$ cat src/rtl/dff_mon.sv
// Pin-level checker for the 2:1 select-mux flip-flop: predicts q one cycle ahead,
// compares against the observed q, counts checks/errors and latches the first failure.
module dff_mon #(
    parameter int WIDTH = 1,
    parameter int CNT_W = 16
) (
    input  logic             clk,
    input  logic             rst,
    input  logic             enable,
    input  logic             clr_cnt,
    input  logic             mon_rst,
    input  logic             mon_sel,
    input  logic [WIDTH-1:0] mon_d0,
    input  logic [WIDTH-1:0] mon_d1,
    input  logic [WIDTH-1:0] mon_q,
    output logic             err,
    output logic             err_sticky,
    output logic [CNT_W-1:0] check_cnt,
    output logic [CNT_W-1:0] err_cnt,
    output logic             first_err_vld,
    output logic [WIDTH-1:0] first_err_exp,
    output logic [WIDTH-1:0] first_err_got
);

    typedef enum logic [1:0] {
        IDLE  = 2'd0,
        PRIME = 2'd1,
        CHECK = 2'd2
    } state_t;

    localparam logic [CNT_W-1:0] CNT_ONE = CNT_W'(1);

    state_t           r_state;
    state_t           w_state_nxt;
    logic             w_cap;
    logic             w_cmp;
    logic             w_mis;
    logic [WIDTH-1:0] w_pred;
    logic [WIDTH-1:0] r_exp;
    logic             r_err;
    logic             r_sticky;
    logic [CNT_W-1:0] r_check_cnt;
    logic [CNT_W-1:0] r_err_cnt;
    logic             r_first_vld;
    logic [WIDTH-1:0] r_first_exp;
    logic [WIDTH-1:0] r_first_got;

    function automatic logic [CNT_W-1:0] sat_inc(input logic [CNT_W-1:0] v);
        return (v == '1) ? v : v + CNT_ONE;
    endfunction

    // Only an unambiguous 1 on sel picks d1; X/Z falls through to d0.
    assign w_pred = mon_rst ? '0 : ((mon_sel === 1'b1) ? mon_d1 : mon_d0);

    always_ff @(posedge clk) begin
        if (rst) r_state <= IDLE;
        else     r_state <= w_state_nxt;
    end

    // The enabling edge in IDLE captures the first prediction (entering PRIME);
    // the edge leaving PRIME is the first one that has a prediction to compare.
    always_comb begin
        w_state_nxt = r_state;
        w_cap       = 1'b0;
        w_cmp       = 1'b0;
        case (r_state)
            IDLE: begin
                if (enable) begin
                    w_cap       = 1'b1;
                    w_state_nxt = PRIME;
                end
            end
            PRIME, CHECK: begin
                if (enable) begin
                    w_cap       = 1'b1;
                    w_cmp       = 1'b1;
                    w_state_nxt = CHECK;
                end else begin
                    w_state_nxt = IDLE;
                end
            end
            default: w_state_nxt = IDLE;
        endcase
    end

    assign w_mis = w_cmp && (mon_q !== r_exp);

    always_ff @(posedge clk) begin
        if (rst) begin
            r_exp       <= '0;
            r_err       <= 1'b0;
            r_sticky    <= 1'b0;
            r_check_cnt <= '0;
            r_err_cnt   <= '0;
            r_first_vld <= 1'b0;
            r_first_exp <= '0;
            r_first_got <= '0;
        end else begin
            if (w_cap) r_exp <= w_pred;
            r_err <= w_mis;
            // A clear on the same edge as a mismatch wins over counting/capture.
            if (clr_cnt) begin
                r_sticky    <= 1'b0;
                r_check_cnt <= '0;
                r_err_cnt   <= '0;
                r_first_vld <= 1'b0;
                r_first_exp <= '0;
                r_first_got <= '0;
            end else begin
                if (w_cmp) r_check_cnt <= sat_inc(r_check_cnt);
                if (w_mis) r_err_cnt <= sat_inc(r_err_cnt);
                if (w_mis && !r_first_vld) begin
                    r_first_vld <= 1'b1;
                    r_sticky    <= 1'b1;
                    r_first_exp <= r_exp;
                    r_first_got <= mon_q;
                end
            end
        end
    end

    assign err           = r_err;
    assign err_sticky    = r_sticky;
    assign check_cnt     = r_check_cnt;
    assign err_cnt       = r_err_cnt;
    assign first_err_vld = r_first_vld;
    assign first_err_exp = r_first_exp;
    assign first_err_got = r_first_got;

endmodule

$ cat config.mk
export PLATFORM = sky130hd
export DESIGN_NAME = dff_mon
export DESIGN_NICKNAME = d
export VERILOG_FILES = /design/src/rtl/dff_mon.sv
export SDC_FILE = /design/constraint.sdc
export NUM_CORES = 1
export LEC_CHECK = 0
export ABC_AREA = 0
export BUFFER_PORTS_ARGS = -buffer_cell sky130_fd_sc_hd__buf_2
export CORE_MARGIN = 2
export CORE_UTILIZATION = 57
export DETAILED_ROUTE_END_ITERATION = 16
export PLACE_DENSITY = 0.83
export SYNTH_ARGS = -nofsm -noshare
export SYNTH_HDL_FRONTEND = slang
export SYNTH_SLANG_ARGS = --single-unit
$ cat constraint.sdc
create_clock -name clk -period 3 [get_ports clk]
set_input_delay 0.3 -clock clk [delete_from_list [all_inputs] [get_ports clk]]
set_output_delay 0.3 -clock clk [all_outputs]
set_load 0.02 [all_outputs]
After elaboration in Yosys (flattened, before gate mapping)

Cells that the tools add are included.

Bits of input ports: 9
Flip-flop bits (word level): 39
Word-level logic and storage cells: 36
Output and inout bits: 37

Multiplexer cells: 8
Reductions and logical operators: 9
Eq/ne operators: 7
Add/subtract/negate cells: 2
Bitwise gates (word level): 2

Operators by type and width:

| operator                                                        | count |
|---|---|
| 16-bit by 1-bit adder with 16-bit output, second input constant | 2 |
| 16-bit == test, second input constant                           | 2 |
| 1-bit two-way mux                                               | 5 |
| 2-bit two-way mux                                               | 2 |
| 2-bit one-hot mux with 2 select lines                           | 1 |
| 2-bit AND reduction                                             | 2 |
| 2-bit OR reduction                                              | 2 |
| 3-bit OR reduction                                              | 1 |
| 2-bit by 1-bit == test with 1-bit output, second input constant | 1 |
| 2-bit == test, second input constant                            | 1 |
| 1-bit logical AND                                               | 2 |
| 2-bit logical NOT                                               | 1 |
| 2-bit inequality test, second input constant                    | 1 |
| 1-bit NOT                                                       | 2 |
| 1-bit === test, second input constant                           | 1 |
| 1-bit logical NOT                                               | 1 |
| 1-bit case inequality test                                      | 1 |

Depth between registers and ports, before layout

Depth in word-level cells: 5
Depth in mapped cells: 8

Worst setup path after synthesis

Ideal clock, no wire load.

Kind: register to register
From: register r_err_cnt[0] (netlist: err_cnt[0])
To: register r_err_cnt[8] (netlist: err_cnt[8])
Arrival: 1.995 ns
Stages on the path, launching flop included: 7
Library setup time: 0.070 ns
Required time: 2.930 ns
Buffers on the path: 1
Period minus slack after synthesis: 2.065 ns
Path slack: 0.935 ns
Cells stage by stage: dfxtp_1 -> ha_1 -> buf_4 -> nand4_1 -> or4_4 -> or3_1 -> a21oi_1

Longest elaborated chain between the ends: 3
Elaborated cells on any way between the ends: 4
Classes of those cells: add/sub: 1; eq/ne: 1; bitwise: 1; reduce/logical: 1

RTL lines:

| element                                                                          | RTL line | RTL |
|---|---|---|
| start, declared                                                                  | 43       | `logic [CNT_W-1:0] r_err_cnt;` |
| start signal, assigned                                                           | 111      | `if (w_mis) r_err_cnt <= sat_inc(r_err_cnt);` |
| branches (longest 3 deep; another with 16-bit by 1-bit adder with 16-bit output) | -        |  |

Parallel ways; which one is timed is not known.
A chain may end at the register's enable or synchronous reset.

Final worst setup path

Ends and elaborated chain as after synthesis.

==> results.toml <==
[outcome]
status = "complete, no violations"

[synth]
yosysWarnings = 0
synth_seq_cells = 39
synth_flop_cell = "dfxtp_1"
synth_top_family_by_area = "simple AND/OR/NAND/NOR gates"
syn_inst = 240
synth.net_count = 254
syn_area_um2 = 2030
synthTopCellsByCount = "dfxtp_1, a21oi_1, nand2_1, nor2_1, nand4_1"
synth-edff-count = 0
synth_xor_area_frac = 0.00865
synthAdderAreaFrac = 0.0309
yosys-top-cells-area = "dfxtp_1, a21oi_1, nand4_1"
synth_top_area_cell = "dfxtp_1"
synth_top_area_share = 0.385
async_reset_ff_frac = 0
yosys.area_share.simple = 0.303
syn_area_per_cell_um2 = 8.44
synth_compound_area_frac = 0.218
synth_mux_area_frac = 0.0148
synth.distinct_cells = 45
ys_seq_area_frac = 0.385
yosys.cell_count.top_type = "dfxtp_1"

[place]
globalplace.congestion = 0.853
dp_hpwl_um = 3420
placed_cell_area_um2 = 2260
portBuffers = 45
placed_cells = 322

[power]
switching_share = 0.253
clkPwrFrac = 0.336
power_density_nw_per_um2 = 399
power.net_switching_mw = 0.235
pwr-share-seq = 0.575
ir_worst_vdd_mv = 0.315
p_leak_nw = 0.904
p_int_mw = 0.693
p_comb_frac = 0.090

[routing]
vias_per_cell = 6.23
antenna_left = 0
drt_iter0_drc = 251
drc = 0
drt_wl_total_um = 4820
vias = 2056
routedWlPerCell_um = 14.6
dr.pass1.iters = 4

[finish]
fillCellCount = 292
fin_area_um2 = 2330
nets = 297
area_growth_pct = 14.9
instances_no_fill = 330
antenna_cells = 0
drive_above_1_share = 0.201

[cts]
clk_path_buf_depth = 2
cts_root_buf = "clkbuf_4"
cts.sink_count = 39
cts_buffers = 5
insertion_delay_ns = 0.36
cts-resized-gates = 0
post_cts_buffers = 0
h-tree-depth = 2
cts_tree = "built"
hold_buffers = 0
clkSlewWorstSetupHoldPaths_ns = 0.11

[floorplanning]
core-area_um2 = 3360
rows = 21
start_util = 0.602
die_w_um = 63.6
dieArea_um2 = 4050
die_y_um = 63.6
num_io_pins = 46

[timing]
setup_viol = 0
min_period_ns = 2.15
max_freq_mhz = 465
fin_skew_ns = 0.00890
period_share = 0.716
finalHoldViolCount = 0
fin_setup_tns_ns = 0
rsz0062_at_grt = "false"
slew_headroom = 0.483
maxSlewViolCount = 0
tightest_slew_ns = 0.769

[job]
maxCapViolations = 0

[global_routing]
overflow = 0
antenna_found_initial = 0
gr-usage-all-layers = 0.256
grt_max_degree = 31
grt_pass1_vias = 1882
grt_pass1_wl_um = 8310

[critical_path]
reg2reg_to = "err_cnt[8]"
worstRegToRegCells = 5
r2r_slack_ns = 0.85
arrival_ns = 2.44
critPathLaunchType = "flop"
r2r_start = "err_cnt[0]"
endpoint_kind = "flop"
worst-path-max-fanout = 9
path_class = "reg -> reg"
crit_required_ns = 3.29

[hold_path]
worstHoldPathType = "in -> reg"
hold_path_end = "r_exp"
holdPathStages = 2
hp-start = "rst"
## cell type report
| class | instances | area (µm²) | area share |
|---|---|---|---|
| multi-input cells | 184 | 1170 | 0.501 |
| flip-flops and latches | 39 | 781 | 0.335 |
| repair buffers | 45 | 225 | 0.0967 |
| clock buffers | 8 | 68.8 | 0.0296 |
| well taps | 46 | 57.6 | 0.0247 |
| inverters | 8 | 30.0 | 0.0129 |
## layout by cell type (no fill, tap or decap), types with 2 or more instances in the layout
cell       n
a211oi_1   3
a21oi_1   21
a31oi_1    3
a41oi_1    3
and2_1     3
and3_1     5
and4_1     6
buf_2     45
clkbuf_4   5
clkbuf_8   2
dfxtp_1   39
ha_1       5
inv_1      8
mux2i_1    3
nand2_1   17
nand2b_1   2
nand3_1    8
nand3b_1   2
nand4_1   13
nor2_1    17
nor3_1     8
nor4_1     5
o211a_1    2
o21a_1     2
o21ai_0   10
o311ai_0   2
o31a_1     3
o31ai_1    8
o41ai_1    3
or3_1      9
or4_1      8
## power by group through the flow
stage          combinational [mW]  clock, mW  sequential, mW
2_1_floorplan              0.0560          0           0.547
3_5_place_dp               0.0838          0           0.545
6_report                   0.0832      0.311           0.533
3_3_place_gp               0.0808          0           0.544
5_1_grt                    0.0940      0.340           0.535
4_1_cts                    0.0838      0.316           0.533
## worst max path at each step
stage,startpoint,endpoint,slack [ns],cells after the start
2_1_floorplan,err_cnt[0],err_cnt[8],0.93,6
3_3_place_gp,err_cnt[0],err_cnt[8],0.96,5
3_5_place_dp,r_state[0],err_cnt[8],0.90,6
4_1_cts,err_cnt[0],err_cnt[8],0.87,5
5_1_grt,err_cnt[0],err_cnt[3],0.59,5
6_report,err_cnt[0],err_cnt[8],0.85,5
## cells by family after synthesis
group / after synthesis
buf+inv: 17
xor+xnor: 2
simple gates: 108
mux: 3
flops: 39
compound gates: 66
fa+ha+maj: 5
## stage by stage
step | power, mW | utilization | worst slack (ns) | hold slack [ns]
floorplan | 0.603 | - | 0.935 | 0.372
global placement | 0.625 | 0.672 | 0.961 | 0.462
detailed placement | 0.629 | 0.672 | 0.901 | 0.468
CTS | 0.933 | 0.692 | 0.868 | 0.185
global route | 0.969 | 0.692 | 0.594 | 0.191
finish | 0.928 | 0.692 | 0.851 | 0.190
## critical path, cell delays in order (launching register included)
cell     delay [ns]
dfxtp_1        0.43
ha_1           0.35
nand4_1        0.22
or4_4          0.59
or3_1          0.36
a21oi_1        0.13
## routing by layer
layer | share of wire | routed length (µm) | track usage
met1 | 0.47 | 2260 | 0.336
met2 | 0.46 | 2210 | 0.405
met3 | 0.059 | 284 | 0.0625
met4 | 0.014 | 66 | 0.0978
met5 | 0 | 0 | 0
## state kept, by name (all words and copies together), names as in the netlist
| signal | flops |
|---|---|
| check_cnt | 16 |
| err | 1 |
| err_cnt | 16 |
| first_err_exp | 1 |
| first_err_got | 1 |
| first_err_vld | 1 |
| r_exp | 1 |
| r_state | 2 |
No activity file was read; power rests on OpenSTA's default activity.
